### config.mk
export PLATFORM = sky130hd
export DESIGN_NAME = trail_writer
export DESIGN_NICKNAME = d
export VERILOG_FILES = /design/src/rtl/trail_writer.sv
export SDC_FILE = /design/constraint.sdc
export NUM_CORES = 1
export LEC_CHECK = 0
export BUFFER_PORTS_ARGS = -buffer_cell sky130_fd_sc_hd__buf_2
export CAP_MARGIN = 20
export CORE_ASPECT_RATIO = 2
export CORE_MARGIN = 10
export CORE_UTILIZATION = 39
export CTS_BUF_LIST = sky130_fd_sc_hd__clkbuf_8
export DETAILED_ROUTE_END_ITERATION = 8
export PLACE_DENSITY = 0.67
export SYNTH_ARGS = -nofsm -noshare
export SYNTH_HDL_FRONTEND = slang
export SYNTH_SLANG_ARGS = --single-unit
### constraint.sdc
create_clock -name Clk -period 5.6 [get_ports Clk]
set_input_delay 0.56 -clock Clk [delete_from_list [all_inputs] [get_ports Clk]]
set_output_delay 0.56 -clock Clk [all_outputs]
set_load 0.02 [all_outputs]
### src/rtl/trail_writer.sv
// trail_writer: paints both bikes into the double-pixel frame buffer each frame and
// clears the buffer to background on reset/request. Define TRAIL_DOUBLE_EN for 2x2 trail blocks.
module trail_writer #(
    parameter int         H_PIX    = 640,
    parameter int         V_PIX    = 480,
    parameter int         ADDR_W   = 19,
    parameter logic [3:0] BG_COLOR = 4'h0,
    parameter logic [3:0] P1_COLOR = 4'h1,
    parameter logic [3:0] P2_COLOR = 4'h2
) (
    input  logic              Clk,
    input  logic              Reset,
    input  logic              frame_clk,
    input  logic              clear_req,
    input  logic [9:0]        p1_x,
    input  logic [9:0]        p1_y,
    input  logic              p1_alive,
    input  logic [9:0]        p2_x,
    input  logic [9:0]        p2_y,
    input  logic              p2_alive,
    output logic [ADDR_W-1:0] write_address,
    output logic [15:0]       Data_In,
    output logic              WE,
    output logic              busy,
    output logic              clear_done
);
    localparam int                ROW_W     = H_PIX / 2;
    localparam logic [ADDR_W-1:0] ROW_PITCH = ADDR_W'(ROW_W);
    localparam logic [ADDR_W-1:0] LAST_ADDR = ADDR_W'(ROW_W * V_PIX - 1);
    localparam logic [10:0]       H_LIM     = 11'(H_PIX);
    localparam logic [10:0]       V_LIM     = 11'(V_PIX);

    typedef enum logic [2:0] {
        ST_CLEAR  = 3'd0,
        ST_IDLE   = 3'd1,
        ST_W_P1   = 3'd2,
        ST_W_P1B  = 3'd3,
        ST_W_P2   = 3'd4,
        ST_W_P2B  = 3'd5
    } state_t;

    state_t            state_r, state_nxt_s;
    logic [ADDR_W-1:0] clr_cnt_r, clr_cnt_nxt_s;
    logic              clr_pend_r, take_clr_s, snap_ld_s;
    logic              fsync1_r, fsync2_r, fsync3_r, frame_tick_s;
    logic [9:0]        p1_x_r, p1_y_r, p2_x_r, p2_y_r;
    logic              p1_alive_r, p2_alive_r;
    logic              we_s, done_s;
    logic [ADDR_W-1:0] addr_s, p1_addr_s, p2_addr_s;
    logic [15:0]       data_s;
    logic              p1_ok_s, p2_ok_s;
`ifdef TRAIL_DOUBLE_EN
    logic              p1_low_ok_s, p2_low_ok_s;
`endif

    function automatic logic [15:0] pair_word(input logic [3:0] color);
        return {8'h00, color, color};
    endfunction

    // Row offset is a constant multiply (shift-add for 640-wide frames).
    function automatic logic [ADDR_W-1:0] word_addr(input logic [9:0] x, input logic [9:0] y);
        return ADDR_W'(x[9:1]) + ADDR_W'(y) * ROW_PITCH;
    endfunction

    function automatic logic on_screen(input logic [9:0] x, input logic [9:0] y);
        return ({1'b0, x} < H_LIM) && ({1'b0, y} < V_LIM);
    endfunction

    assign frame_tick_s = fsync2_r & ~fsync3_r;
    assign p1_ok_s      = p1_alive_r && on_screen(p1_x_r, p1_y_r);
    assign p2_ok_s      = p2_alive_r && on_screen(p2_x_r, p2_y_r);
    assign p1_addr_s    = word_addr(p1_x_r, p1_y_r);
    assign p2_addr_s    = word_addr(p2_x_r, p2_y_r);
`ifdef TRAIL_DOUBLE_EN
    assign p1_low_ok_s  = ({1'b0, p1_y_r} + 11'd1) < V_LIM;
    assign p2_low_ok_s  = ({1'b0, p2_y_r} + 11'd1) < V_LIM;
`endif

    // Synchronise the frame strobe and keep one extra stage for edge detection
    always_ff @(posedge Clk or negedge Reset) begin
        if (!Reset) begin
            fsync1_r <= 1'b0;
            fsync2_r <= 1'b0;
            fsync3_r <= 1'b0;
        end else begin
            fsync1_r <= frame_clk;
            fsync2_r <= fsync1_r;
            fsync3_r <= fsync2_r;
        end
    end

    // State, clear counter and pending-clear flag
    always_ff @(posedge Clk or negedge Reset) begin
        if (!Reset) begin
            state_r    <= ST_CLEAR;
            clr_cnt_r  <= {ADDR_W{1'b0}};
            clr_pend_r <= 1'b0;
        end else begin
            state_r   <= state_nxt_s;
            clr_cnt_r <= clr_cnt_nxt_s;
            if (take_clr_s) begin
                clr_pend_r <= 1'b0;
            end else if (clear_req && (state_r != ST_CLEAR)) begin
                clr_pend_r <= 1'b1;
            end
        end
    end

    // Snapshot of bike inputs taken when a frame sequence starts
    always_ff @(posedge Clk or negedge Reset) begin
        if (!Reset) begin
            p1_x_r <= 10'd0; p1_y_r <= 10'd0; p1_alive_r <= 1'b0;
            p2_x_r <= 10'd0; p2_y_r <= 10'd0; p2_alive_r <= 1'b0;
        end else if (snap_ld_s) begin
            p1_x_r <= p1_x; p1_y_r <= p1_y; p1_alive_r <= p1_alive;
            p2_x_r <= p2_x; p2_y_r <= p2_y; p2_alive_r <= p2_alive;
        end
    end

    // Next-state and write-port decode; address/data hold when no write is issued
    always_comb begin
        state_nxt_s   = state_r;
        clr_cnt_nxt_s = clr_cnt_r;
        take_clr_s    = 1'b0;
        snap_ld_s     = 1'b0;
        we_s          = 1'b0;
        done_s        = 1'b0;
        addr_s        = write_address;
        data_s        = Data_In;
        case (state_r)
            ST_CLEAR: begin
                we_s   = 1'b1;
                addr_s = clr_cnt_r;
                data_s = pair_word(BG_COLOR);
                if (clr_cnt_r == LAST_ADDR) begin
                    done_s        = 1'b1;
                    clr_cnt_nxt_s = {ADDR_W{1'b0}};
                    state_nxt_s   = ST_IDLE;
                end else begin
                    clr_cnt_nxt_s = clr_cnt_r + {{(ADDR_W-1){1'b0}}, 1'b1};
                end
            end
            ST_IDLE: begin
                if (clr_pend_r || clear_req) begin
                    take_clr_s    = 1'b1;
                    clr_cnt_nxt_s = {ADDR_W{1'b0}};
                    state_nxt_s   = ST_CLEAR;
                end else if (frame_tick_s) begin
                    snap_ld_s   = 1'b1;
                    state_nxt_s = ST_W_P1;
                end else begin
                    state_nxt_s = ST_IDLE;
                end
            end
            ST_W_P1: begin
                if (p1_ok_s) begin
                    we_s   = 1'b1;
                    addr_s = p1_addr_s;
                    data_s = pair_word(P1_COLOR);
                end else begin
                    we_s = 1'b0;
                end
`ifdef TRAIL_DOUBLE_EN
                state_nxt_s = ST_W_P1B;
`else
                state_nxt_s = ST_W_P2;
`endif
            end
`ifdef TRAIL_DOUBLE_EN
            ST_W_P1B: begin
                if (p1_ok_s && p1_low_ok_s) begin
                    we_s   = 1'b1;
                    addr_s = p1_addr_s + ROW_PITCH;
                    data_s = pair_word(P1_COLOR);
                end else begin
                    we_s = 1'b0;
                end
                state_nxt_s = ST_W_P2;
            end
`endif
            ST_W_P2: begin
                if (p2_ok_s) begin
                    we_s   = 1'b1;
                    addr_s = p2_addr_s;
                    data_s = pair_word(P2_COLOR);
                end else begin
                    we_s = 1'b0;
                end
`ifdef TRAIL_DOUBLE_EN
                state_nxt_s = ST_W_P2B;
`else
                state_nxt_s = ST_IDLE;
`endif
            end
`ifdef TRAIL_DOUBLE_EN
            ST_W_P2B: begin
                if (p2_ok_s && p2_low_ok_s) begin
                    we_s   = 1'b1;
                    addr_s = p2_addr_s + ROW_PITCH;
                    data_s = pair_word(P2_COLOR);
                end else begin
                    we_s = 1'b0;
                end
                state_nxt_s = ST_IDLE;
            end
`endif
            default: begin
                clr_cnt_nxt_s = {ADDR_W{1'b0}};
                state_nxt_s   = ST_CLEAR;
            end
        endcase
    end

    // Registered outputs; busy tracks the state whose write is currently on the port
    always_ff @(posedge Clk or negedge Reset) begin
        if (!Reset) begin
            WE            <= 1'b0;
            write_address <= {ADDR_W{1'b0}};
            Data_In       <= 16'h0000;
            clear_done    <= 1'b0;
            busy          <= 1'b1;
        end else begin
            WE            <= we_s;
            write_address <= addr_s;
            Data_In       <= data_s;
            clear_done    <= done_s;
            busy          <= (state_r != ST_IDLE);
        end
    end

endmodule

==> impl_summary.md, run 1 <==
Run status
The run finished with clean final reports.

Clock network
CTS built an H-tree with a depth of 3. The clock net in this run drives a total of 90 sinks. Clock tree synthesis selected as its root buffer the cell sky130_fd_sc_hd__clkbuf_8. In this run the deepest clock path goes through 2 buffers. The clock transition at the register clock pins on the worst setup and hold paths after CTS is 0.09 ns. The clock reaches the later pin of the worst-skew pair after 0.38 ns. TritonCTS built the clock tree. The post-cts resize count is 0.

The number of clock buffers added by TritonCTS is 9. The total of hold buffers inserted after clock tree synthesis is 0. Once the clock tree was built, the setup fixing pass inserted 0 buffers.

Global routing
Summed over all layers, the global routing overflow is 0. The via count of the first global-routing pass is 4,871. Global routing consumed, over all layers together, 14.9% of the routing resources. The first global-routing pass estimated 24,200 µm of wire. The pin count of the biggest net entering global routing is 70. The number of antenna violations at the first check in global routing came to 0.

Worst setup path
The number of cells on the worst reg-to-reg path is 7. Of all nets on the critical path, the largest fanout is 21. The data required time of the worst path is 5.86 ns. The slack of the worst reg-to-reg path is 2.28 ns. The worst register-to-register path ends at write_address[18]. STA classifies the critical path endpoint as a register. The path type of the worst setup path is register to register. The worst setup path is launched from a register. The launch point of the worst reg-to-reg path is state_r[1]. Data on the critical path arrives at its endpoint at 3.58 ns.

Yosys
The post-synthesis simple-gate area fraction is 22.7%. A synthesized cell averages 8.58 µm². The synthesized netlist occupies a cell area of 5640 µm². Synthesis instantiated 62 different standard cells from the library. The most used flip-flop cell after synthesis is sky130_fd_sc_hd__dfrtp_1.

The portion of synthesized area spent on multiplexers is 0%. The share of the synthesized area in compound gates (AO/OA/AOI/OAI) is 17.6%. The xor and xnor area share after synthesis is 4.66%. The dominant combinational cell family by area after synthesis is simple AND/OR/NAND/NOR gates. During synthesis, Yosys emitted a total of 0 warnings. The cell count after synthesis is 657. The number of synthesized flops with an enable pin is 0. The share of the Yosys chip area taken by registers is 40.0%. The post-synthesis sequential element count is 90. The post-synthesis async set-or-reset flop share is 100%.

The area share of fa/ha/maj cells after synthesis is 10.1%.

Routing
In the routed design, unresolved DRC markers number 0. The residual antenna-violating net count after detailed routing is 0. The final route contains 4,844 vias. The first TritonRoute pass finished after 4 iterations. Summed over all layers, the routed wires come to 14,600 µm. In this run, the number of DRC markers left after iteration 0 of detailed routing was 281. The detail-routed net length per standard cell is 16.0 µm.

After detailed routing, the number of vias per cell comes to 5.30.

STA
Measured against its own limit, the worst slew margin works out to 40.4%. The count of endpoints failing hold in the final timing report came to 0. After routing, the total negative slack on setup checks comes to 0 ns. The worst path uses 59.3% of the clock period. The count of endpoints failing setup in the final report is 0.

The minimum clock period is 3.32 ns. The clock arrives with 0.0122 ns of skew. Setup repair after global routing left no endpoint under its margin. The count of pins over their slew limit is 0. At the pin with the least slew margin, the transition time is 0.894 ns.

The slack of the critical path is 2.28 ns. The fmax is 301 MHz.

Die
The floorplan step set the die height to 190 µm. Pin placement for this block handled 84 I/O pins. The core region is 14,300 µm². The number of rows in the core area is 62. The floorplan step set the die width to 105 µm. The starting density of the core is 39.5%. The die covers 20,000 µm².

Power and ir drop
Power spread over the standard cell area amounts to 592 nW/µm². The post-layout total power is 3.75 mW. The maximum resistive drop on vdd is 0.000234 V. Summed over all cells, the static leakage comes to 3.15 nW.

Placed design
The congestion estimate from routability-driven global placement came to 0.919. In this run the tool buffered the top-level ports with 69 buffer cells. At the placement stage, the worst setup path has a slack of 2.29 ns. The cell total after placement is 898. The HPWL reported at the end of detailed placement is 11,400 µm.

Finish
The number of standard cells in the layout, taps in and fillers out is 914. The repair_antennas step left the layout with diodes totalling 0. Compared with the post-synthesis result, the final layout area differs by 12.4%. The fraction of layout cells with a size suffix above 1 is 13.9%.

The count of nets after finishing is 806.

Flow run
The number of max-cap violations is 0.

Hold path
The tightest min-delay check is of the input port to async pin type.
-- synthesized netlist by cell type, types with 5 or more instances --
master / instances / share of area (%)
sky130_fd_sc_hd__inv_1: 12 / 0.80
sky130_fd_sc_hd__nand3_1: 17 / 1.5
sky130_fd_sc_hd__xnor2_1: 7 / 1.1
sky130_fd_sc_hd__nor2_1: 59 / 3.9
sky130_fd_sc_hd__o21ai_0: 39 / 3.5
sky130_fd_sc_hd__ha_1: 39 / 8.7
sky130_fd_sc_hd__o221ai_1: 7 / 1.1
sky130_fd_sc_hd__buf_4: 15 / 2.0
sky130_fd_sc_hd__o22ai_1: 7 / 0.78
sky130_fd_sc_hd__dfrtp_1: 89 / 40
sky130_fd_sc_hd__a21o_1: 5 / 0.67
sky130_fd_sc_hd__a31oi_1: 6 / 0.67
sky130_fd_sc_hd__a21oi_1: 37 / 3.3
sky130_fd_sc_hd__clkbuf_1: 14 / 0.93
sky130_fd_sc_hd__nor2b_1: 9 / 1.0
sky130_fd_sc_hd__nand2_1: 156 / 10
sky130_fd_sc_hd__nor3_1: 6 / 0.53
sky130_fd_sc_hd__and3_1: 8 / 0.89
sky130_fd_sc_hd__nand4_1: 12 / 1.3
sky130_fd_sc_hd__xor2_1: 23 / 3.6
-- where the power goes --
part	switching, mW	leakage (nW)	internal (mW)
Combinational	1.27	1.84	0.837
Sequential	0.220	1.17	0.881
Clock	0.236	0.129	0.306
-- critical path: stages (launching register included) --
cell and delay [ns]:
sky130_fd_sc_hd__dfrtp_1 0.65, sky130_fd_sc_hd__nand2b_1 0.28, sky130_fd_sc_hd__nor2_1 0.71, sky130_fd_sc_hd__nand4_1 0.38, sky130_fd_sc_hd__nand3_1 0.60, sky130_fd_sc_hd__a21boi_1 0.29
sky130_fd_sc_hd__o31ai_1 0.10, sky130_fd_sc_hd__o22a_1 0.18
-- cell families (layout without fill, tap and decap cells) --
group,after synthesis,count (layout)
AOI/OAI and AO/OA,151,151
xor gates and xnor gates,30,30
adders and majority gates,43,43
buffers and inverters,51,105
DFF,90,90
other,1,12
and+or+nand+nor,291,291
-- state kept, by name, summed over array words and instances (netlist names), 2 cells and up --
name and cells:
clr_cnt_r 19, write_address 19, p1_y_r 10, p2_y_r 10
p1_x_r 9, p2_x_r 9, state_r 3, Data_In 2
-- layout by cell type (no fill, tap or decap), types with 5 or more instances in the layout --
master	instances
sky130_fd_sc_hd__a21o_1	5
sky130_fd_sc_hd__a21oi_1	37
sky130_fd_sc_hd__a31oi_1	6
sky130_fd_sc_hd__and3_1	8
sky130_fd_sc_hd__buf_2	68
sky130_fd_sc_hd__buf_4	8
sky130_fd_sc_hd__clkbuf_8	10
sky130_fd_sc_hd__conb_1	12
sky130_fd_sc_hd__dfrtp_1	89
sky130_fd_sc_hd__ha_1	39
sky130_fd_sc_hd__inv_1	14
sky130_fd_sc_hd__nand2_1	156
sky130_fd_sc_hd__nand3_1	17
sky130_fd_sc_hd__nand4_1	12
sky130_fd_sc_hd__nor2_1	59
sky130_fd_sc_hd__nor2b_1	9
sky130_fd_sc_hd__nor3_1	6
sky130_fd_sc_hd__o21ai_0	39
sky130_fd_sc_hd__o221ai_1	7
sky130_fd_sc_hd__o22ai_1	7
sky130_fd_sc_hd__xnor2_1	7
sky130_fd_sc_hd__xor2_1	23
-- how the worst max path moves through the flow --
stage                              endpoint  startpoint  slack, ns
after floorplan           write_address[16]   p2_y_r[1]       2.66
after global placement    write_address[17]   p2_y_r[1]       2.32
after detailed placement  write_address[18]  state_r[1]       2.29
after CTS                 write_address[18]  state_r[1]       2.25
after global routing      write_address[18]  state_r[1]       1.93
final                     write_address[18]  state_r[1]       2.28
-- per-layer routing --
| layer | vias to the layer above | wire length [µm] | global-route usage, % |
|---|---|---|---|
| met5 | - | 0 | 0 |
| met4 | 0 | 513 | 7.11 |
| met3 | 22 | 459 | 2.41 |
| met2 | 95 | 8230 | 29.0 |
| met1 | 2321 | 5410 | 14.7 |
| li1 | 2406 | - | - |
-- per-stage QoR --
stage / util (%) / instance area (µm²) / hold WS (ns)
2_1_floorplan: - / 5680 / 0.264
3_3_place_gp: 42.7 / 6090 / 0.361
3_5_place_dp: 42.7 / 6090 / 0.367
4_1_cts: 44.4 / 6330 / 0.0492
5_1_grt: 44.4 / 6330 / 0.0692
6_report: 44.4 / 6330 / 0.0612
-- final cells by class --
class                      count  area, µm²
clock buffer                  10        138
multi-input combinational    527       3150
tap                          192        240
inverter                      13       48.8
sequential                    90       2250
clock inverter                 6        106
fill                        1503       7940
timing repair buffer          76        400
Power figures use the tool's default switching activity.
==> run 2: changes to the inputs <==
Clock period 5.6 ns to 3.3 ns, I/O delays scaled along.
==> impl_summary.md, run 2 (synthesized netlist as in run 1, its figures left out) <==
Run status
The run finished with clean final reports.

Finish
In the final layout, the share of cells above drive strength 1 is 14.9%. From synthesis to final layout, the design area changed by 12.5%. The number of filler cells placed in the layout is 1,506. Excluding fillers, the count of instances in the completed layout stands at 918.

Leaving out fill and tap cells, the most frequent cell in the layout is sky130_fd_sc_hd__nand2_1. Leaving out fill and tap cells, the most frequent cells in the layout are 156 x sky130_fd_sc_hd__nand2_1, 89 x sky130_fd_sc_hd__dfrtp_1, 68 x sky130_fd_sc_hd__buf_2, 59 x sky130_fd_sc_hd__nor2_1. The largest registers in the layout are clr_cnt_r x19, write_address x19. The antenna diode instance count is 0. In the final design database the tool counted 812 nets.

Clock network
The number of clock buffers added by TritonCTS is 9. No sink is reached through more buffers than the 2 on the longest clock path. The clock reaches the later pin of the worst-skew pair after 0.38 ns. TritonCTS built the clock tree. CTS placed an instance of sky130_fd_sc_hd__clkbuf_8 at the clock tree root. The H-tree level count is 3. The clock sink count is 90. After clock tree synthesis, the clock-pin slew on the worst setup and hold paths is 0.09 ns.

Worst setup path
The data required time of the worst path is 3.55 ns. The sort of element at the end of the critical path is a register. For the worst setup path, the data arrival time is 3.38 ns.

The category of the worst setup path launch point is a register. The critical path is of the register to register type. Of all nets on the critical path, the largest fanout is 5.

STA
The tightest slew margin relative to the limit is 48.6%. For the pin with the worst max-slew slack, the measured transition is 0.770 ns. The count of pins over their slew limit is 0. The minimum hold slack is 0.0122 ns. Between clock sinks in the finished design, the worst skew comes to 0.0113 ns. The count of endpoints failing hold in the final timing report is 0. Setup repair after global routing left no endpoint under its margin.

The setup TNS is 0 ns. The share of the clock period used by the worst path is 95.0%. The fmax is 319 MHz.

The count of endpoints failing setup in the final report is 0. The minimum clock period is 3.13 ns.

Global routing
For this run the aggregate overflow at the end of global routing stands at 0. For this run, the total global-route usage over all layers was measured as 15.3%. The number of antenna violations at the first check in global routing came to 0. The pin count of the biggest net entering global routing is 60.

The first global-routing pass estimated 24,700 µm of wire. The via count of the first global-routing pass is 4,979.

Placed design
The congestion estimate from routability-driven global placement came to 0.920. Detailed placement ended at an HPWL of 11,800 µm. Counting tap cells, the placed design contains a total of 903 instances. The count of buffers inserted at the top-level ports is 69.

Routing
The pre-antenna-repair detailed-routing pass consisted of 5 iterations. The detail-routed net length per standard cell is 16.3 µm. In the routed layout, each cell is associated on average with a via count of 5.39. The detailed-route DRC error count is 0. The first routing iteration left 235 violations.

The via total after detailed routing is 4,951. The residual antenna-violating net count after detailed routing is 0. Summed over all layers, the routed wires come to 15,000 µm.

Power and ir drop
The power per unit of standard cell area is 996 nW/µm². The clock share of power is 11.5%. In this run the power spent charging and discharging nets is 2.99 mW. Summed over all cells, the static leakage comes to 3.14 nW. Across the VDD grid, the largest voltage drop is 0.000386 V. The share of total power dissipated in combinational logic is 58.9%. The sequential share of power is 29.5%. In this run switching power makes up 47.4% of total power.

The internal power consumption is 3.32 mW.

Die
The die boundary height is 190 µm. The number of rows in the core area is 62. The floorplan step set the die width to 105 µm.

84 I/O pins were placed. Once the floorplan was initialized, standard cells occupied 39.5% of the core. The die covers 20,000 µm².

The core region is 14,300 µm².

Flow run
The number of max-cap violations is 0.

Hold path
The tightest min-delay check is of the input port to async pin type.
[run 2: area by class of cell]
| cell class | instances | area [µm²] | area share [%] |
|---|---|---|---|
| Multi-Input combinational cell | 527 | 3180 | 50.1 |
| Tap cell | 192 | 240 | 3.79 |
| Inverter | 13 | 48.8 | 0.770 |
| Timing Repair Buffer | 82 | 445 | 7.03 |
| Clock inverter | 5 | 50.0 | 0.789 |
| Clock buffer | 9 | 124 | 1.95 |
| Sequential cell | 90 | 2250 | 35.5 |
[run 2: power groups by stage]
stage / Combinational, mW / Clock [mW] / Sequential [mW]
2_1_floorplan: 2.68 / 0 / 1.87
3_3_place_gp: 3.54 / 0 / 1.87
3_5_place_dp: 3.59 / 0 / 1.89
4_1_cts: 3.63 / 0.747 / 1.87
5_1_grt: 4.18 / 0.789 / 1.93
6_report: 3.72 / 0.729 / 1.86
[run 2: layer usage]
layer  wire (µm)  GRT usage (%)  vias to the layer above
li1            -              -                     2421
met1        5520           15.0                     2375
met2        8420           29.3                      119
met3         479           2.54                       36
met4         574           8.17                        0
met5           0              0                        -
[run 2: path summary, 6_finish.rpt]
check | start | to | slack, ns | cells past startpoint
worst max-delay path | p2_y_r[3] | write_address[17] | 0.17 | 10
worst min-delay path | Reset | p2_y_r[8] | 0.01 | 1
worst max register to register | p2_y_r[3] | write_address[17] | 0.17 | 10
worst min register to register | fsync1_r | fsync2_r | 0.37 | 0
max in group asynchronous | Reset | busy | 2.52 | 2
min in group Clk | frame_clk | fsync1_r | 0.05 | 1
[run 2: per-stage QoR]
| stage | setup slack (ns) | total power, mW | util [%] | cell area, µm² |
|---|---|---|---|---|
| 2_1_floorplan | 0.356 | 4.55 | - | 5680 |
| 3_3_place_gp | 0.181 | 5.41 | 42.9 | 6130 |
| 3_5_place_dp | 0.119 | 5.48 | 42.9 | 6130 |
| 4_1_cts | 0.0941 | 6.24 | 44.2 | 6300 |
| 5_1_grt | 0.0341 | 6.90 | 44.4 | 6340 |
| 6_report | 0.165 | 6.31 | 44.4 | 6340 |
[run 2: timing repair]
action                     4_1_cts  5_1_grt
gates resized for setup          0        5
buffers inserted                 0        1
setup endpoints to repair        0        3
hold buffers                     0        0
[run 2: critical path, stage by stage (launching register included)]
cell	delay, ns
sky130_fd_sc_hd__dfrtp_1	0.41
sky130_fd_sc_hd__ha_1	0.29
sky130_fd_sc_hd__ha_1	0.24
sky130_fd_sc_hd__fa_2	0.36
sky130_fd_sc_hd__a211o_1	0.36
sky130_fd_sc_hd__a2111oi_2	0.32
sky130_fd_sc_hd__nand3b_4	0.20
sky130_fd_sc_hd__o21ai_2	0.08
sky130_fd_sc_hd__o31a_2	0.30
sky130_fd_sc_hd__o21ai_0	0.28
sky130_fd_sc_hd__a41oi_1	0.16
==> run 3: changes to the inputs <==
Settings changed: ABC_AREA set to 1.
==> impl_summary.md, run 3 <==
Routing
The routed design has 14,900 µm of wire. The detail-routed net length per standard cell is 14.7 µm. In the final routing, the length of wire on met1 measures 5580 µm. The routed design uses 8060 µm of met2 wire.

The detailed-route DRC error count is 0. The highest routed metal layer is met4. The routed design uses 755 µm of met3 wire. The post-detailed-route via-to-cell ratio is 4.97. The pre-antenna-repair detailed-routing pass consisted of 5 iterations. The count of routing violations after the opening detailed-route iteration is 210. Detailed routing inserted a total of 5,052 vias. The residual antenna-violating net count after detailed routing is 0.

STA
Counting I/O delays and the setup requirement, the final critical path takes 2.80 ns. The tightest slew margin relative to the limit is 32.6%. The minimum hold slack is -0.00378 ns. Setup repair after global routing left no endpoint under its margin.

Setup violations remaining at the end of the flow were counted as 0. The worst-margin pin slew is 1.01 ns. The count of pins over their slew limit is 0. In the finished design, the share of the clock period the worst path needs comes to 84.9%. In the final timing run, aggregate negative setup slack is 0 ns. The post-route clock skew is 0.0108 ns. The fmax is 357 MHz.

The count of endpoints failing hold in the final timing report was 14. The slack of the critical path is 0.498 ns.

Die
The starting density of the core is 39.8%. The overall die area is 20,200 µm². The number of rows in the core area is 62. The total area inside the core boundary comes to 14,400 µm².

The x dimension of the die is 106 µm. Measured along the y axis, the die boundary spans 191 µm. The number of top-level pins is 84.

Yosys
In the synthesized netlist the async set-or-reset flop fraction comes to 100%. A synthesized cell averages 7.58 µm². The cell count after synthesis is 753. Counting flops with a built-in enable in the synthesized netlist gives 0. The most common cell in the netlist is sky130_fd_sc_hd__nand2_1. The fraction of the yosys area taken by sequential cells is 39.5%. After synthesis the cells add up to 5710 µm². The largest total area in the synthesized netlist belongs to sky130_fd_sc_hd__dfrtp_1.

After synthesis, the largest area contributor takes up 39.0% of total cell area. The post-synthesis sequential element count is 90. By area the synthesized netlist is led by sky130_fd_sc_hd__dfrtp_1 39%, sky130_fd_sc_hd__nand2_1 17%, sky130_fd_sc_hd__ha_1 8.5%. The synthesis warning total is 0. The number of different library cells used by synthesis comes to 46. The most used flip-flop cell after synthesis is sky130_fd_sc_hd__dfrtp_1. The commonest cells after synthesis are 255 x sky130_fd_sc_hd__nand2_1, 89 x sky130_fd_sc_hd__dfrtp_1, 78 x sky130_fd_sc_hd__inv_1.

Worst setup path
The largest driver fanout on the critical path is 4. The worst reg-to-reg path cell count is 15. The dominant delay contributor by cell family on the critical path is adder cells. STA puts the critical path data required time at 3.62 ns. The reg-to-reg endpoint is write_address[17].

The slack of the worst reg-to-reg path is 0.50 ns. The number of buffer and inverter stages on the critical path is 0. The data arrival time at the worst-slack endpoint is 3.12 ns. The slowest library cell on the worst path is sky130_fd_sc_hd__fa_1. The worst register-to-register path begins at p1_y_r[1].

The setup path with the least slack is of type register to register. The worst setup path is launched from a register. For this run, the slowest stage of the critical path takes 0.55 ns. The critical path goes through ha_1, ha_1, fa_1, nand2_1, nor2_1, nand2_1, a21oi_2, nand3_1, nor2_2, nand3_1, nand2_1, nand3_1, nand2_1, nand2_1, nand2_1.

The sort of element at the end of the critical path is a register. Counting stages on the worst path, the most repeated cell is sky130_fd_sc_hd__nand2_1.

Clock network
The clock sink count is 90. The H-tree was split into 3 levels. TritonCTS built the clock tree.

After clock tree synthesis, the clock-pin slew on the worst setup and hold paths is 0.10 ns. For the worst-skew pair, the clock arrives at the later sink with an insertion delay of 0.38 ns. Clock tree synthesis selected as its root buffer the cell sky130_fd_sc_hd__clkbuf_8. The number of CTS-inserted buffers is 9. The number of buffers inserted by post-CTS setup repair is 0.

The number of hold buffers added after CTS was 0. In this run the deepest clock path goes through 2 buffers. The number of gates resized after CTS was 0.

Finish
The layout overhead on the synthesized area is 11.6%. The footprint of the flip-flops and latches is 2250 µm². Counting the fill cells in the layout gives 1,482.

The antenna diode instance count is 0. Of the cells placed in the final design, the portion with a size suffix greater than 1 is 15.5%. The library cells used most frequently in the layout, excluding fill and tap cells, are 255 x sky130_fd_sc_hd__nand2_1, 89 x sky130_fd_sc_hd__dfrtp_1, 78 x sky130_fd_sc_hd__inv_1, 68 x sky130_fd_sc_hd__buf_2, 46 x sky130_fd_sc_hd__nor2_1. The most common cell after layout, fill and taps aside is sky130_fd_sc_hd__nand2_1. The number of standard cells in the layout, taps in and fillers out is 1,016. The area occupied by multi-input gates is 2990 µm². The final layout contains 908 nets.

The finished cells cover 6370 µm². The largest registers in the layout are clr_cnt_r x19, write_address x19.

Global routing
The via count of the first global-routing pass is 5,131. The number of antenna violations at the first check in global routing is 0. Entering global routing, the biggest net connects 55 pins. The global-route wire length before repair is 24,700 µm. Across every metal layer, demand over resource in global routing totals 15.1%. Global routing finished with a remaining overflow of 0.

Run status
The run finished, with violations left. The checks that failed: hold timing.

Hold path
The path class of the tightest hold or removal check is input port to async pin.

Flow run
Across the run, the number of max-cap violations was 0.

Power and ir drop
The static leakage is 3.47 nW. For this design the ratio of total power to cell area is 886 nW/µm². The maximum resistive drop on vdd is 0.000343 V. The design draws 5.65 mW.

Placed design
Routability-driven placement finished with a final weighted congestion of 0.953. Port buffering added 69 buffers. At the placement stage, the worst setup path has a slack of 0.542 ns. Once placement completed, the tool counted placed cells totaling 1,000.

After legalization and detailed placement, the total HPWL measured 11,800 µm. The placed instances occupy a cell area of 6190 µm².
-- run 3: changes by cell type in the layout (fill, tap and decap cells not counted), sizes merged, moves of 6 or more --
cell	previous run	this run
nand3	17	48
nor2b	9	0
buf	82	73
xor2	23	5
and3	8	0
nand2	156	261
inv	14	90
o22ai	7	1
xnor2	7	1
o221ai	7	0
-- run 3: cells by family (layout without fill, tap and decap cells) --
group | after synthesis | count (layout) | synth area share [%]
other cells | 1 | 12 | 0.0657
flops | 90 | 90 | 39.5
xor+xnor | 6 | 6 | 0.920
compound gates | 97 | 97 | 9.99
fa+ha+maj | 43 | 43 | 9.95
simple gates | 400 | 400 | 30.6
buf+inv | 116 | 176 | 8.98
-- run 3: worst max path at each step --
stage | end | cells after the start | slack (ns) | from
final | write_address[17] | 15 | 0.50 | p1_y_r[1]
after CTS | write_address[17] | 15 | 0.50 | p1_y_r[1]
after global routing | write_address[17] | 15 | 0.21 | p1_y_r[1]
after floorplan | write_address[15] | 14 | 0.82 | p2_y_r[1]
after detailed placement | write_address[17] | 14 | 0.54 | p1_y_r[1]
after global placement | write_address[17] | 14 | 0.58 | p1_y_r[1]
-- run 3: power by group --
part | switching, mW | internal (mW)
Sequential | 0.328 | 1.47
Clock | 0.447 | 0.288
Combinational | 2.02 | 1.10
-- run 3: area by class of cell --
| type | count | share of cell area [%] |
|---|---|---|
| inverter | 87 | 5.12 |
| tap | 192 | 3.77 |
| clock buffer | 9 | 1.94 |
| multi-input combinational | 558 | 46.9 |
| sequential | 90 | 35.3 |
| timing repair buffer | 73 | 5.93 |
| clock inverter | 7 | 0.981 |
-- run 3: routing by layer --
metal / GRT usage [%] / vias up
met5: 0 / -
met4: 7.12 / 0
met3: 3.37 / 33
met2: 28.9 / 131
met1: 14.9 / 2351
li1: - / 2537
-- run 3: worst register-to-register path, cell delays in order (launching register included) --
cell and delay [ns]:
sky130_fd_sc_hd__dfrtp_1 0.45, sky130_fd_sc_hd__ha_1 0.31, sky130_fd_sc_hd__ha_1 0.22, sky130_fd_sc_hd__fa_1 0.55, sky130_fd_sc_hd__nand2_1 0.09, sky130_fd_sc_hd__nor2_1 0.09
sky130_fd_sc_hd__nand2_1 0.08, sky130_fd_sc_hd__a21oi_2 0.19, sky130_fd_sc_hd__nand3_1 0.15, sky130_fd_sc_hd__nor2_2 0.15, sky130_fd_sc_hd__nand3_1 0.09, sky130_fd_sc_hd__nand2_1 0.07
sky130_fd_sc_hd__nand3_1 0.09, sky130_fd_sc_hd__nand2_1 0.07, sky130_fd_sc_hd__nand2_1 0.06, sky130_fd_sc_hd__nand2_1 0.08
-- run 3: per-stage QoR --
| step | hold slack, ns | utilization [%] |
|---|---|---|
| 3_3_place_gp | 0.336 | 43.1 |
| 5_1_grt | 0.0260 | 44.4 |
| 2_1_floorplan | 0.0344 | - |
| 6_report | -0.00378 | 44.4 |
| 3_5_place_dp | 0.342 | 43.1 |
| 4_1_cts | 0.0198 | 44.4 |
